===== config.mk =====
export PLATFORM = sky130hd
export DESIGN_NAME = eth_clk_rst_seq
export DESIGN_NICKNAME = d
export VERILOG_FILES = /design/src/rtl/eth_clk_rst_seq.sv
export SDC_FILE = /design/constraint.sdc
export NUM_CORES = 1
export LEC_CHECK = 0
export ABC_AREA = 1
export BUFFER_PORTS_ARGS = -buffer_cell sky130_fd_sc_hd__clkbuf_2
export CAP_MARGIN = 20
export CORE_ASPECT_RATIO = 1.1
export CORE_MARGIN = 5
export CORE_UTILIZATION = 50
export DETAILED_ROUTE_END_ITERATION = 8
export HOLD_SLACK_MARGIN = 0.02
export PLACE_DENSITY_LB_ADDON = 0.1
export SLEW_MARGIN = 20
export SYNTH_ARGS = -nofsm -noshare
export SYNTH_HDL_FRONTEND = slang
export SYNTH_SLANG_ARGS = --single-unit
export TNS_END_PERCENT = 10

===== constraint.sdc =====
create_clock -name clk_in -period 1.31 [get_ports clk_in]
set_input_delay 0.131 -clock clk_in [delete_from_list [all_inputs] [get_ports clk_in]]
set_output_delay 0.131 -clock clk_in [all_outputs]
set_load 0.1 [all_outputs]

===== src/rtl/eth_clk_rst_seq.sv =====
// MMCM reset sequencer and lock supervisor: pulses the MMCM reset, waits for a stable lock, then releases the datapath reset.
// Optional event counters are enabled by defining ETH_CLK_RST_STATS_EN.
module eth_clk_rst_seq #(
  parameter int SYNC_STAGES     = 2,
  parameter int MMCM_RST_CYCLES = 16,
  parameter int LOCK_TIMEOUT    = 100000,
  parameter int HOLDOFF_CYCLES  = 1024,
  parameter int CNT_W           = 8
) (
  input  logic             clk_in,
  input  logic             rst_in,
  input  logic             locked_async_in,
  input  logic             clr_cnt_in,
  output logic             mmcm_rst_o,
  output logic             eth_rst_o,
  output logic             ready_o,
  output logic             timeout_o,
  output logic [CNT_W-1:0] lock_loss_cnt_o,
  output logic [CNT_W-1:0] timeout_cnt_o
);

  localparam int MAX_A   = (MMCM_RST_CYCLES > LOCK_TIMEOUT) ? MMCM_RST_CYCLES : LOCK_TIMEOUT;
  localparam int TMR_MAX = (MAX_A > HOLDOFF_CYCLES) ? MAX_A : HOLDOFF_CYCLES;
  localparam int TMR_W   = $clog2(TMR_MAX + 1);

  localparam logic [TMR_W-1:0] TMR_ONE  = TMR_W'(1);
  localparam logic [TMR_W-1:0] TMR_RST  = TMR_W'(MMCM_RST_CYCLES);
  localparam logic [TMR_W-1:0] TMR_WAIT = TMR_W'(LOCK_TIMEOUT);
  localparam logic [TMR_W-1:0] TMR_HOLD = TMR_W'(HOLDOFF_CYCLES);

  typedef enum logic [1:0] {RST_MMCM, WAIT_LOCK, HOLDOFF, RUN} state_e;

  state_e                 state_q, state_d;
  logic [TMR_W-1:0]       tmr_q, tmr_d;
  logic [SYNC_STAGES-1:0] sync_q;
  logic                   lock_s;
  logic                   timeout_evt, loss_evt;
  logic                   mmcm_rst_q, eth_rst_q, ready_q, timeout_q;

  always_ff @(posedge clk_in) begin
    if (rst_in) sync_q <= '0;
    else        sync_q <= {sync_q[SYNC_STAGES-2:0], locked_async_in};
  end
  assign lock_s = sync_q[SYNC_STAGES-1];

  // Timer counts down to 1; every transition reloads it for the state being entered.
  always_comb begin
    state_d     = state_q;
    tmr_d       = tmr_q - TMR_ONE;
    timeout_evt = 1'b0;
    loss_evt    = 1'b0;
    case (state_q)
      RST_MMCM: begin
        if (tmr_q == TMR_ONE) begin
          state_d = WAIT_LOCK;
          tmr_d   = TMR_WAIT;
        end
      end
      WAIT_LOCK: begin
        if (lock_s) begin
          state_d = HOLDOFF;
          tmr_d   = TMR_HOLD;
        end else if (tmr_q == TMR_ONE) begin
          state_d     = RST_MMCM;
          tmr_d       = TMR_RST;
          timeout_evt = 1'b1;
        end
      end
      HOLDOFF: begin
        if (!lock_s) begin
          state_d = RST_MMCM;
          tmr_d   = TMR_RST;
        end else if (tmr_q == TMR_ONE) begin
          state_d = RUN;
          tmr_d   = '0;
        end
      end
      RUN: begin
        tmr_d = tmr_q;
        if (!lock_s) begin
          state_d  = RST_MMCM;
          tmr_d    = TMR_RST;
          loss_evt = 1'b1;
        end
      end
      default: begin
        state_d = RST_MMCM;
        tmr_d   = TMR_RST;
      end
    endcase
  end

  // Outputs are decoded from the next state so they come straight from flops.
  always_ff @(posedge clk_in) begin
    if (rst_in) begin
      state_q    <= RST_MMCM;
      tmr_q      <= TMR_RST;
      mmcm_rst_q <= 1'b1;
      eth_rst_q  <= 1'b1;
      ready_q    <= 1'b0;
      timeout_q  <= 1'b0;
    end else begin
      state_q    <= state_d;
      tmr_q      <= tmr_d;
      mmcm_rst_q <= (state_d == RST_MMCM);
      eth_rst_q  <= (state_d != RUN);
      ready_q    <= (state_d == RUN);
      timeout_q  <= timeout_evt;
    end
  end

  assign mmcm_rst_o = mmcm_rst_q;
  assign eth_rst_o  = eth_rst_q;
  assign ready_o    = ready_q;
  assign timeout_o  = timeout_q;

`ifdef ETH_CLK_RST_STATS_EN
  localparam logic [CNT_W-1:0] CNT_ONE = CNT_W'(1);
  localparam logic [CNT_W-1:0] CNT_MAX = '1;

  logic [CNT_W-1:0] loss_cnt_q, to_cnt_q;

  // Clear has priority over a coincident increment; both counters saturate.
  always_ff @(posedge clk_in) begin
    if (rst_in || clr_cnt_in) begin
      loss_cnt_q <= '0;
      to_cnt_q   <= '0;
    end else begin
      if (loss_evt && loss_cnt_q != CNT_MAX) loss_cnt_q <= loss_cnt_q + CNT_ONE;
      if (timeout_evt && to_cnt_q != CNT_MAX) to_cnt_q <= to_cnt_q + CNT_ONE;
    end
  end

  assign lock_loss_cnt_o = loss_cnt_q;
  assign timeout_cnt_o   = to_cnt_q;
`else
  logic stats_unused;
  assign stats_unused    = clr_cnt_in ^ loss_evt;
  assign lock_loss_cnt_o = '0;
  assign timeout_cnt_o   = '0;
`endif

endmodule


==> qor.csv, run 1 <==
stage;metric;value;unit
place;portBuffers;6;
route;drt-total-wl;3.72;mm
synth;synth-async-reset-ratio;0;%
sta;worstMarginPinSlew;0.547;ns
final_layout;nets;277;
synth;yosys-top-cells-count;56 x nand2_1, 35 x nor2_1, 25 x dfxtp_1;
sta;fmax;686;MHz
final_layout;design_area;0.00190;mm²
global_route;track_usage;21.2;%
route;drcViolationCount;0;
global_route;grt_first_pass_wirelength;6.46;mm
worst_hold_path;hp-class;in -> reg;
floorplanning;die_w;61.5;µm
power_and_ir_drop;power;2650;µW
setup_path;cp_max_fo;3;
power_and_ir_drop;power_density;1390;mW/mm²
floorplanning;rows;20;
synth;synthDistinctLibCells;31;
setup_path;critPathSlowestCell;dfxtp_2;
sta;finalSetupViolCount;20;
floorplanning;ios;24;
cts;cts_tree;built;
sta;period_share;111;%
floorplanning;coreArea;0.00278;mm²
setup_path;slowest_delay;0.35;ns
route;wl_per_cell;12.3;µm
synth;synth-main-ff-cell;dfxtp_1;
global_route;grt_overflow_total;0;
setup_path;r2r_start;tmr_q[1];
setup_path;arrival;1.69;ns
global_route;antenna_found_initial;0;
route;first_pass_iters;4;
floorplanning;initial_core_util;52.4;%
final_layout;diodes;0;
cts;cts_root_buffer;clkbuf_4;
setup_path;reg2reg_to;eth_rst_o;
setup_path;regToRegSetupSlack;-0.15;ns
synth;seq_area_frac_synth;34.4;%
sta;tns;-1.81;ns
final_layout;seq_area;504;µm²
sta;finalMaxSlewViolations;0;
final_layout;fin_util;68.3;%
route;drtAntennaViolNets;0;
setup_path;worstSetupStartpointType;flip-flop;
outcome;status;complete, but fails checks;
route;vias;1472;
sta;rsz0062_at_grt;yes;
final_layout;nFillCells;243;
route;viasPerCell;4.86;
setup_path;reg2regPathDepth;12;
setup_path;crit_chain;inv_2, ha_1, inv_1, nor2_1, nand2_1, nor2_2, nand2_2, buf_4, nand2_2, nand3_2, nor2_4, nand2_2;
cts;clk_pin_slew;0.14;ns
global_route;grt_pass1_vias;1496;
cts;clock_sinks;25;
synth;synthTopCellsByArea;dfxtp_1 34%, nand2_1 14%, nor2_1 9.0%;
synth;ys_warn_count;0;
final_layout;multi_input_area;850;µm²
synth;netlist.area_leader.share;34.4;%
outcome;violations;negative setup slack;
sta;hold_viol_final;0;
route;drt_iter0_markers;99;
sta;fin_ws;-0.148;ns
setup_path;endpoint;eth_rst_o;
setup_path;crit_path_end_kind;flip-flop;
sta;finClkSkew;0.00391;ns
setup_path;path_class;reg -> reg;
synth;synthesis.area;0.00146;mm²
floorplanning;die_h;66.6;µm
final_layout;drive_gt1_share;32.2;%
sta;finalCriticalPeriod;1.46;ns
synth;ys_ff_latch;25;
setup_path;cp-startpoint;tmr_q[1];
cts;postCtsSetupBuffers;0;
final_layout;area_growth;30.3;%
synth;synth-edff-count;0;
flow_run;cap_violations;0;
synth;yosysMostFrequentCell;nand2_1;
setup_path;critPathRequiredTime;1.54;ns
place;hpwl;2.96;mm
place;dp_slack;-0.225;ns
setup_path;critPathMostFrequentCell;nand2_2;
cts;clk_latency;0.33;ns
synth;synth.avg_cell_area;6.77;µm²
global_route;grt_max_degree;15;
power_and_ir_drop;ir_drop;0.979;mV
place;dpl-instance-area;0.00180;mm²
cts;htreeDepth;1;
synth;synth_cells;215;
cts;cts_max_path_buffers;2;
power_and_ir_drop;p_leak;0.000963;µW
synth;synth_top_area_cell;dfxtp_1;
sta;maxSlewHeadroom;63.7;%
floorplanning;dieArea;0.00409;mm²
cts;cts_buffers;3;
place;globalplace.congestion;0.936;
==> area by class of cell <==
type,count,area share (%)
Inverter,19,3.76
Tap cell,33,2.18
Timing Repair Buffer,55,21.3
Clock buffer,3,1.19
Sequential cell,25,26.6
Clock inverter,1,0.264
Multi-Input combinational cell,167,44.8
==> logic make-up (layout without fill, tap and decap cells) <==
kind of cell,after synthesis,count (layout),share of synthesized area (%)
compound gates,24,24,9.54
buf+inv,38,78,14.5
xor+xnor,5,5,3.01
fa+ha+maj,2,2,1.72
flops,25,25,34.4
other cells,1,16,0.257
simple gates,120,120,36.6
==> cells in the final DEF, fill, tap and decap left out, types with 2 or more instances in the layout <==
cell      instances
conb_1           16
buf_4            47
dfxtp_1          22
o21ai_0           3
nor3_1            3
nand2_2           9
nand2_1          50
nor2_2            4
dfxtp_2           3
nand3_1           9
xor2_1            2
clkbuf_4          3
nor2_4            4
xnor2_1           3
a21oi_1          14
inv_2             2
nor2_1           32
o21ai_1           2
clkbuf_2          6
inv_1            17
==> critical path, delay by kind of cell (launching register included) <==
kind | cells | cell delay (ns)
fa+ha+maj | 1 | 0.13
buf+inv | 3 | 0.23
flops | 1 | 0.35
simple gates | 8 | 0.65
==> worst min path at each step <==
stage | start | end | slack, ns | cells after the start
global route | rst_in | state_q[0] | 0.14 | 4
CTS | rst_in | tmr_q[10] | 0.14 | 4
detailed placement | locked_async_in | sync_q[0] | 0.33 | 3
global placement | locked_async_in | sync_q[0] | 0.32 | 3
finish | rst_in | tmr_q[10] | 0.15 | 4
floorplan | rst_in | timeout_o | 0.21 | 1
==> repair_timing <==
item                                   CTS  global route
hold buffers                             1             0
resized for setup                       13             8
setup endpoints to repair               22            22
pin swaps                                6             4
endpoints found under the hold margin    1             0
==> registers in the layout, summed over array words and instances (netlist names) <==
name and cells:
mmcm_rst_o 1, sync_q 2, eth_rst_o 1, state_q 2, ready_o 1, timeout_o 1
tmr_q 17
==> per-layer routing <==
metal | global-route usage (%) | vias up | routed length, µm
met5 | 0 | - | 0
met4 | 10.1 | 0 | 76
met3 | 2.13 | 7 | 141
met2 | 36.6 | 43 | 1920
met1 | 25.4 | 665 | 1580
li1 | - | 757 | -
==> stage by stage <==
stage               instances  hold WS [ns]
finish                    303         0.150
global route              303         0.140
CTS                       303         0.142
detailed placement        298         0.331
global placement          298         0.325
floorplan                 230         0.210
==> power by group <==
part	switching, µW	internal (µW)	total (µW)
registers	65.6	856	922
clock network	240	115	355
logic	806	562	1370
total	1110	1530	2650
No activity file was read; power rests on OpenSTA's default activity.
==> run 2, diff against run 1 <==
--- a/config.mk
+++ b/config.mk
@@ -8,7 +8,7 @@
 export ABC_AREA = 1
 export BUFFER_PORTS_ARGS = -buffer_cell sky130_fd_sc_hd__clkbuf_2
 export CAP_MARGIN = 20
-export CORE_ASPECT_RATIO = 1.1
+export CORE_ASPECT_RATIO = 0.7
 export CORE_MARGIN = 5
 export CORE_UTILIZATION = 50
 export DETAILED_ROUTE_END_ITERATION = 8
==> run 2 against run 1 <==
  * The flow still finishes with violations (negative setup slack)
  * Setup slack worse by 0.022 ns
  * Combinational power hardly changed
  * Final area is 1.7% higher
  * Cell count is 0.33% lower
  * Worst hold slack worse by 0.11 ns
  * Clock-buffer cell count stayed put
  * Sequential share of layout area is 0.45 points lower
  * Flip-flop and latch count stayed put
  * Critical path depth is 2 higher
  * Total power is 4.5% higher
  * Clock power is 31% higher
  * First-iteration DRC count is 66% higher
  * Largest cell class unchanged
==> qor.csv, run 2 (synthesis gave the netlist of run 1 again) <==
stage;metric;value;unit;change
setup_path;crit_path_end_kind;flip-flop;;unchanged
setup_path;critPathMostFrequentCell;nand2_1;;was nand2_2
final_layout;area_growth;32.6;%;was 30.3%
route;wl_per_cell;12.8;µm;was 12.3 µm
floorplanning;die_h;55.2;µm;was 66.6 µm
floorplanning;initial_core_util;52.0;%;was 52.4%
worst_hold_path;hold_start;locked_async_in;;was rst_in
sta;maxSlewHeadroom;63.7;%;about the same
cts;cts_max_path_buffers;2;;unchanged
cts;htreeDepth;1;;unchanged
cts;cts_buffers;3;;unchanged
power_and_ir_drop;p_sw_share;41.5;%;was 42.0%
setup_path;worstSetupStartpointType;flip-flop;;unchanged
setup_path;critPathTopFamily;simple AND/OR/NAND/NOR gates;;unchanged
cts;cts_tree;built;;unchanged
cts;clock_sinks;25;;unchanged
route;drt_iter0_markers;164;;was 99
place;portBuffers;6;;unchanged
global_route;track_usage;20.3;%;was 21.2%
setup_path;critPathRequiredTime;1.48;ns;was 1.54 ns
floorplanning;die_w;74.5;µm;was 61.5 µm
power_and_ir_drop;p_leak;0.000952;µW;was 0.000963 µW
outcome;violations;negative setup slack;;unchanged
power_and_ir_drop;intPower;1620;µW;was 1530 µW
place;dpl-instance-area;0.00176;mm²;was 0.00180 mm²
global_route;grt_overflow_total;0;;unchanged
setup_path;r2r_start;tmr_q[1];;unchanged
route;first_pass_iters;4;;unchanged
final_layout;largest_register_ffs;17;;unchanged
global_route;grt_pass1_vias;1387;;was 1,496
final_layout;design_area;0.00193;mm²;was 0.00190 mm²
power_and_ir_drop;p_switching;1150;µW;was 1110 µW
worst_hold_path;min_path_cells;3;;was 4
final_layout;fin_util;68.9;%;was 68.3%
setup_path;reg2regPathDepth;14;;was 12
sta;tns;-2.23;ns;was -1.81 ns
final_layout;drive_gt1_share;33.8;%;was 32.2%
power_and_ir_drop;p_seq_share;34.0;%;was 34.8%
route;drt-total-wl;3.88;mm;was 3.72 mm
sta;period_share;113;%;was 111%
sta;fmax;675;MHz;was 686 MHz
setup_path;reg2reg_to;tmr_q[4];;was eth_rst_o
place;globalplace.congestion;0.920;;was 0.936
route;drtAntennaViolNets;0;;unchanged
setup_path;crit_buf_inv;3;;unchanged
setup_path;arrival;1.65;ns;was 1.69 ns
route;vias;1510;;was 1,472
setup_path;slowest_delay;0.33;ns;was 0.35 ns
floorplanning;ios;24;;unchanged
global_route;grt_max_degree;16;;was 15
worst_hold_path;hold_end;sync_q[0];;was tmr_q[10]
floorplanning;rows;16;;was 20
final_layout;final_cell_mix;50 x nand2_1, 42 x buf_4, 29 x nor2_1;;was 50 x nand2_1, 47 x buf_4, 32 x nor2_1
sta;finalSetupViolCount;22;;was 20
place;hpwl;2.90;mm;was 2.96 mm
route;drcViolationCount;0;;unchanged
flow_run;cap_violations;0;;unchanged
sta;hold_viol_final;0;;unchanged
cts;clk_pin_slew;0.09;ns;was 0.14 ns
final_layout;diodes;0;;unchanged
sta;holdWs;0.0371;ns;was 0.150 ns
sta;rsz0062_at_grt;yes;;unchanged
final_layout;nFillCells;229;;was 243
setup_path;crit_chain;inv_2, ha_4, inv_2, nor2_1, nand2_1, nor2_2, nand2_2, buf_6, nand2_4, nand2_2, nand2_1, nand2_1, nand2_1, nand2_1;;was inv_2, ha_1, inv_1, nor2_1, nand2_1, nor2_2, nand2_2, buf_4, nand2_2, nand3_2, nor2_4, nand2_2
route;viasPerCell;5.00;;was 4.86
final_layout;reg_top3;tmr_q: 17 flops, state_q: 2 flops, sync_q: 2 flops;;unchanged
setup_path;cp_max_fo;5;;was 3
sta;finalMaxSlewViolations;0;;unchanged
sta;worstMarginPinSlew;0.547;ns;about the same
worst_hold_path;hp-class;in -> reg;;unchanged
cts;clk_latency;0.27;ns;was 0.33 ns
cts;holdBufCountCts;0;;was 1
power_and_ir_drop;ir_drop;0.976;mV;was 0.979 mV
cts;cts_root_buffer;clkbuf_8;;was clkbuf_4
setup_path;path_class;reg -> reg;;unchanged
global_route;grt_first_pass_wirelength;6.25;mm;was 6.46 mm
final_layout;nets;273;;was 277
sta;finalCriticalPeriod;1.48;ns;was 1.46 ns
power_and_ir_drop;power_density;1430;mW/mm²;was 1390 mW/mm²
global_route;antenna_found_initial;0;;unchanged
final_layout;final_common_cell;nand2_1;;unchanged
floorplanning;coreArea;0.00280;mm²;was 0.00278 mm²
sta;finClkSkew;0.00413;ns;was 0.00391 ns
power_and_ir_drop;combPwrFrac;49.2;%;was 51.8%
floorplanning;dieArea;0.00411;mm²;was 0.00409 mm²
outcome;status;complete, but fails checks;;unchanged
setup_path;regToRegSetupSlack;-0.17;ns;was -0.15 ns
sta;fin_ws;-0.170;ns;was -0.148 ns
setup_path;critPathSlowestCell;dfxtp_2;;unchanged
power_and_ir_drop;clockPowerShare;16.8;%;was 13.4%
final_layout;top_register;tmr_q;;unchanged
==> run 2: repair_timing <==
item / 4_1_cts / 5_1_grt
pin swaps: 7 / 1
setup endpoints to repair: 22 / 22
resized for setup: 29 / 1
buffers inserted: 1 / 1
gates cloned: 1 / 0
==> run 2: through the flow <==
step           setup slack, ns  std cells  total power (µW)
6_report                -0.170        302              2760
3_5_place_dp            -0.277        295              2190
5_1_grt                 -0.292        302              2930
4_1_cts                 -0.146        301              2760
2_1_floorplan          -0.0238        230              1800
3_3_place_gp            -0.174        295              2170
==> run 2: area by class of cell <==
cell class                      count  area, µm²  area share (%)
Multi-Input combinational cell    167        888            46.0
Sequential cell                    25        504            26.1
Timing Repair Buffer               51        373            19.3
Inverter                           19       71.3            3.69
Tap cell                           36       45.0            2.33
Clock buffer                        3       41.3            2.14
Clock inverter                      1       7.51           0.389
==> run 2: how the worst max path moves through the flow <==
stage	startpoint	end	slack [ns]	depth (start not counted)
global route	tmr_q[1]	tmr_q[7]	-0.29	11
global placement	tmr_q[6]	tmr_q[11]	-0.17	8
CTS	tmr_q[1]	tmr_q[4]	-0.15	14
floorplan	tmr_q[1]	tmr_q[4]	-0.02	14
finish	tmr_q[1]	tmr_q[4]	-0.17	14
detailed placement	tmr_q[1]	tmr_q[12]	-0.28	8
==> run 2: routing by layer <==
layer  wire length (µm)  track usage, %
met1               1710            26.6
met2               1750            34.4
met3                363            4.51
met4                 51            4.73
met5                  0               0
==> run 2: power by group through the flow <==
stage,clock network [µW],registers [µW],logic (µW)
3_5_place_dp,0,944,1250
5_1_grt,503,951,1480
2_1_floorplan,0,960,838
6_report,464,940,1360
3_3_place_gp,0,944,1220
4_1_cts,479,938,1340
==> run 2: tightest hold or removal path, stage by stage <==
cell,delay (ns)
clkbuf_2,0.08
inv_1,0.04
nor2_1,0.03
